File: config.mk
export PLATFORM = sky130hd
export DESIGN_NAME = fpsqrt_rr_scheduler
export DESIGN_NICKNAME = d
export VERILOG_FILES = /design/src/rtl/fpsqrt_rr_scheduler.sv
export SDC_FILE = /design/constraint.sdc
export NUM_CORES = 1
export LEC_CHECK = 0
export CAP_MARGIN = 5
export CORE_MARGIN = 5
export CORE_UTILIZATION = 25
export DETAILED_ROUTE_END_ITERATION = 8
export PLACE_DENSITY_LB_ADDON = 0.2
export REMOVE_ABC_BUFFERS = 1
export SLEW_MARGIN = 20
export SYNTH_ARGS = -nofsm -noshare
export SYNTH_HDL_FRONTEND = slang
export SYNTH_SLANG_ARGS = --single-unit
File: constraint.sdc
create_clock -name clk -period 4.79 [get_ports clk]
set_clock_uncertainty 0.1 [all_clocks]
set_input_delay 0.7185 -clock clk [delete_from_list [all_inputs] [get_ports clk]]
set_output_delay 0.7185 -clock clk [all_outputs]
set_load 0.01 [all_outputs]
File: src/rtl/fpsqrt_rr_scheduler.sv
// ---------------------------------------------------------------------------
// fpsqrt_rr_scheduler
//
// Shares one fixed-latency pipelined FloPoCo single-precision square-root
// unit between NUM_REQ requesters. Operands are issued round-robin. A tag
// pipeline of {valid, id} runs alongside the sqrt datapath, so each result
// is routed back to the requester that issued it. If the result at the
// pipeline head cannot be delivered, the sqrt clock-enable is dropped and
// the whole pipeline (datapath and tags) freezes.
//
// Operand format (34 bits): exn[33:32], sign[31], exp[30:23], mant[22:0].
// The operand contents are never inspected here.
//
// Ports:
//   clk        in   clock
//   rst_n      in   asynchronous active-low reset
//   req_valid  in   [NUM_REQ]      per-requester operand valid
//   req_ready  out  [NUM_REQ]      operand accepted this cycle (one-hot or 0)
//   req_x      in   [34*NUM_REQ]   operands, requester i at [34*i+33:34*i]
//   res_valid  out  [NUM_REQ]      result valid for requester i (one-hot or 0)
//   res_ready  in   [NUM_REQ]      requester i accepts its result
//   res_r      out  [34]           result word, shared by all requesters
//   sq_ce      out                 clock-enable to the sqrt pipeline
//   sq_x       out  [34]           operand to the sqrt pipeline
//   sq_r       in   [34]           sqrt pipeline result (pairs with the head)
//   inflight   out                 number of valid tags in the pipeline
//
// Handshake: a transfer happens on a rising clk edge where valid && ready are
// both 1. req_ready may depend combinationally on req_valid; req_valid must
// not depend on req_ready. res_valid depends only on registered tag state;
// res_ready feeds sq_ce combinationally.
// ---------------------------------------------------------------------------
module fpsqrt_rr_scheduler #(
  parameter int NUM_REQ    = 4,
  parameter int NUM_STAGES = 8,
  parameter int ID_W       = (NUM_REQ > 1) ? $clog2(NUM_REQ) : 1
) (
  input  logic                            clk,
  input  logic                            rst_n,
  input  logic [NUM_REQ-1:0]              req_valid,
  output logic [NUM_REQ-1:0]              req_ready,
  input  logic [34*NUM_REQ-1:0]           req_x,
  output logic [NUM_REQ-1:0]              res_valid,
  input  logic [NUM_REQ-1:0]              res_ready,
  output logic [33:0]                     res_r,
  output logic                            sq_ce,
  output logic [33:0]                     sq_x,
  input  logic [33:0]                     sq_r,
  output logic [$clog2(NUM_STAGES+1):0]   inflight
);

  localparam int CNT_W = $clog2(NUM_STAGES + 1) + 1;

  // Registered state
  logic [ID_W-1:0]       r_ptr;
  logic [NUM_STAGES-1:0] r_tag_v;
  logic [ID_W-1:0]       r_tag_id [NUM_STAGES];
  logic [CNT_W-1:0]      r_inflight;

  // Combinational signals
  logic            w_head_v;
  logic [ID_W-1:0] w_head_id;
  logic            w_head_rdy;
  logic            w_xfer;
  logic            w_any;
  logic [ID_W-1:0] w_gnt_id;
  logic            w_issue;

  // Head of the tag pipeline pairs with sq_r.
  assign w_head_v   = r_tag_v[NUM_STAGES-1];
  assign w_head_id  = r_tag_id[NUM_STAGES-1];
  assign w_head_rdy = res_ready[w_head_id];
  assign w_xfer     = w_head_v && w_head_rdy;

  // Stall only when an undeliverable result sits at the head.
  assign sq_ce = !(w_head_v && !w_head_rdy);

  // Round-robin scan starting at r_ptr, wrapping modulo NUM_REQ.
  always_comb begin
    w_any    = 1'b0;
    w_gnt_id = '0;
    for (int k = 0; k < NUM_REQ; k++) begin
      int idx;
      idx = int'(r_ptr) + k;
      if (idx >= NUM_REQ) idx = idx - NUM_REQ;
      if (!w_any && req_valid[idx]) begin
        w_any    = 1'b1;
        w_gnt_id = ID_W'(idx);
      end
    end
  end

  // rst_n gates issue so no operand is reported accepted while the tag
  // pipeline is held in reset.
  assign w_issue = w_any && sq_ce && rst_n;

  always_comb begin
    req_ready = '0;
    if (w_issue) req_ready[w_gnt_id] = 1'b1;
  end

  // With no request the operand is a zero bubble (stage 0 tag invalid).
  assign sq_x = w_any ? req_x[int'(w_gnt_id)*34 +: 34] : 34'b0;

  always_comb begin
    res_valid = '0;
    if (w_head_v) res_valid[w_head_id] = 1'b1;
  end

  assign res_r    = sq_r;
  assign inflight = r_inflight;

  // Tag pipeline, pointer and occupancy all advance only with sq_ce.
  always_ff @(posedge clk or negedge rst_n) begin
    if (!rst_n) begin
      r_ptr      <= '0;
      r_tag_v    <= '0;
      r_inflight <= '0;
      for (int s = 0; s < NUM_STAGES; s++) r_tag_id[s] <= '0;
    end else if (sq_ce) begin
      for (int s = 1; s < NUM_STAGES; s++) begin
        r_tag_v[s]  <= r_tag_v[s-1];
        r_tag_id[s] <= r_tag_id[s-1];
      end
      r_tag_v[0]  <= w_issue;
      r_tag_id[0] <= w_gnt_id;

      if (w_issue) begin
        if (w_gnt_id == ID_W'(NUM_REQ - 1)) r_ptr <= '0;
        else                                r_ptr <= w_gnt_id + ID_W'(1);
      end

      // Simultaneous issue and delivery leaves the count unchanged.
      case ({w_issue, w_xfer})
        2'b10:   r_inflight <= r_inflight + CNT_W'(1);
        2'b01:   r_inflight <= r_inflight - CNT_W'(1);
        default: r_inflight <= r_inflight;
      endcase
    end
  end

endmodule
==> metrics.md <==
| Metric | Value |
|---|---|
| Status | finished, final reports clean |
| GR Util All Layers | 17.6% |
| Setup Buffers After CTS | 0 |
| Avg Cell Area, Syn | 8.24 um2 |
| Die width | 119 um |
| MaxCap Viol Count | 0 |
| Skew-Pair Late Insertion Delay | 0.27 ns |
| Post-CTS sizing | 0 |
| CP cell instances | clkdlybuf4s50_1, and2_1, o221ai_2, and2_1, clkinv_2, buf_4, a211oi_1, a311oi_1, clkdlybuf4s50_1 |
| Top Family by Delay on Critical Path | buffers and inverters |
| Syn Inst Count | 362 |
| FILL cells | 1169 |
| Reg power frac | around 19% |
| Crit path kind | in2out |
| Clk pwr share | 11.5% |
| Pwr dens | 534 mW/mm2 |
| Largest net degree at the start of global routing | 59 |
| Slowest-stage cell, CP | clkdlybuf4s50_1 |
| Number of diodes | 0 |
| CTS sink count | 31 |
| 1st-iter DRT viols | 158 |
| # DRC | 0 |
| Layout cell share with drive strength beyond 1 | 9.29% |
| Part of the power in combinational logic | 69.1% |
| Worst setup SP type | primary input |
| Reg2reg end | inflight[4] |
| IO buf count | just under 200 |
| Detailed-route via count | 3305 |
| Register bit total from synthesis | 31 |
| CTS tree | done |
| I/O Pins | 262 |
| CP Buf/Inv Count | 4 |
| Area grow syn2layout | 65.8% |
| Worst min-delay path category | reg2reg |
| Final Hold Vio Count | 0 |
| Crit-path max cell delay | 0.61 ns |
| Sw Share | around two fifths |
| Final setup fails | 0 |
| Vias in the first global route | 3449 |
| Slew Viols, Final | 0 |
| Hold Startpoint | r_tag_v[6] |
| Initial core utilization | 25.8% |
| Top_reg_cell synth | dfrtp_1 |
| Crit Path Max Fanout | 24 |
| Via/cell ratio | approximately 5.1 |
| Initial antenna violation count | 0 |
| Reg2reg path depth | 12 |
| GRT overflow | 0 |
| Worst r2r src | w_head_id[0] |
| Nets@finish | 694 |
| Reg2reg setup slack | 1.48 ns |
| Fmax | 245 MHz |
| Core footprint | between 0.01 and 0.015 mm2 |
| Sequential area share after synthesis | 26.0% |
| Final wirelength | 13200 um |
| WL/cell | 20.3 um |
| Die height | 119 um |
| Pre-antenna DRT Iters | 6 |
| Antenna viol nets, final | 0 |
| Netlist cell types | 38 |
| Final Core Density | a little over two fifths |
| Htree depth | 2 |
| RSZ-0062 raised after global routing | false |
| CTS Buf Count | 5 |
| Post-route setup TNS | 0 ns |
| Detailed placement HPWL | 10100 um |
| Slew headroom | 69.3% |
| Min-Delay Endpoint | r_tag_v[7] |
| CP required | 3.97 ns |
| P_sw | 1.06 mW |
| Final worst path period need | around 4.1 ns |
| Critical path arrival | 3.27 ns |
| Async set or reset register ratio after synthesis | 100% |
| Die footprint | 0.0142 mm2 |
| Worst setup EP type | primary output |
| Slew @ Worst Pin | 0.460 ns |
| Cts hold-fix bufs | 0 |
| Worst-case clock buffer depth | 2 |
| Hold path depth | 1 |
| Number of flops mapped to enable cells by yosys | 0 |
| Mapped Area | around 0.003 mm2 |
| Pint | around 1.6 mW |
| First-pass GRT wire length | 19800 um |
| Worst vdd ir | 0.216 mV |
| Clk root buf | clkbuf_16 |
| GPL Wtd Cong | 0.868 |
| # rows | 39 |
| CTS clock-pin slew for the worst setup and hold paths | 0.05 ns |
| Pleak | 2.01 nW |
| Tcrit/Tclk final | 85.4% |
| Yosys Warn Count | 0 |
## power groups by stage
stage	clock [mW]	sequential (mW)	combinational [mW]
after floorplan	0	0.494	0.983
after global placement	0	0.509	1.82
after detailed placement	0	0.516	1.83
after CTS	0.314	0.512	1.84
after global routing	0.326	0.532	1.99
final	0.304	0.511	1.82
## area by class of cell
type	count	area [um2]	share of cell area, %
clock buffers	6	139	2.81
multi-input cells	258	1790	36.1
repair buffers	203	2030	41.1
flip-flops and latches	31	776	15.7
well taps	143	179	3.62
clock inverters	1	5.00	0.101
inverters	7	27.5	0.557
## cells in the mapped netlist (5+ instances only)
library cell / number / area [um2]
nand2_1: 75 / 282
and3_1: 35 / 219
buf_4: 35 / 263
a211oi_1: 34 / 255
a311oi_1: 34 / 298
dfrtp_1: 31 / 776
mux2_2: 22 / 248
clkbuf_1: 17 / 63.8
buf_2: 12 / 60.1
ha_1: 8 / 100
and2_1: 7 / 43.8
nand2b_1: 5 / 31.3
nor2_1: 5 / 18.8
xor2_1: 5 / 43.8
## metrics by stage
stage	cell area [um2]	setup WS [ns]	power [mW]	instances	hold slack, ns
global placement	4800	0.745	2.33	642	0.349
detailed placement	4800	0.719	2.35	642	0.351
finish	4940	0.701	2.64	649	0.362
global route	4940	0.536	2.85	649	0.388
CTS	4940	0.702	2.67	649	0.361
floorplan	2570	-0.600	1.48	296	0.323
## layout by cell type, fill, tap and decap left out, drive strengths merged, types with 7 or more instances in the layout
| master | netlist | layout |
|---|---|---|
| a211oi | 34 | 34 |
| a311oi | 34 | 34 |
| and2 | 7 | 7 |
| and3 | 35 | 35 |
| buf | 49 | 10 |
| clkdlybuf4s50 | 0 | 193 |
| dfrtp | 31 | 31 |
| ha | 8 | 8 |
| mux2 | 22 | 22 |
| nand2 | 75 | 75 |
## sequential cells by signal (all words and copies together), names as in the netlist
signal     count
w_head_id      2
r_tag_v        8
r_tag_id      14
inflight       5
r_ptr          2
## worst max-delay path by stage
stage,start,to,slack (ns),cells past startpoint
CTS,req_valid[1],sq_x[23],0.70,9
global placement,req_valid[1],sq_x[19],0.75,9
global route,req_valid[0],sq_x[17],0.54,9
detailed placement,req_valid[1],sq_x[23],0.72,9
finish,req_valid[0],sq_x[23],0.70,9
floorplan,req_valid[3],inflight[4],-0.60,11
## logic make-up (layout without fill, tap and decap cells)
logic type | count (synthesis) | in the layout | synth area share [%]
buf+inv | 73 | 217 | 14.6
flops | 31 | 31 | 26.0
fa+ha+maj | 8 | 8 | 3.36
compound gates | 87 | 87 | 23.5
xor+xnor | 6 | 6 | 1.76
mux | 25 | 25 | 9.74
simple gates | 132 | 132 | 21.0
## layer usage
metal	wire length (um)	part of all wire, %	vias up	global-route usage, %
li1	-	-	1578	-
met1	5320	40	1566	21.5
met2	6400	49	151	28.8
met3	1320	10	10	7.82
met4	127	0.96	0	3.40
met5	0	0	-	1.39
No activity file was read; power rests on OpenSTA's default activity.
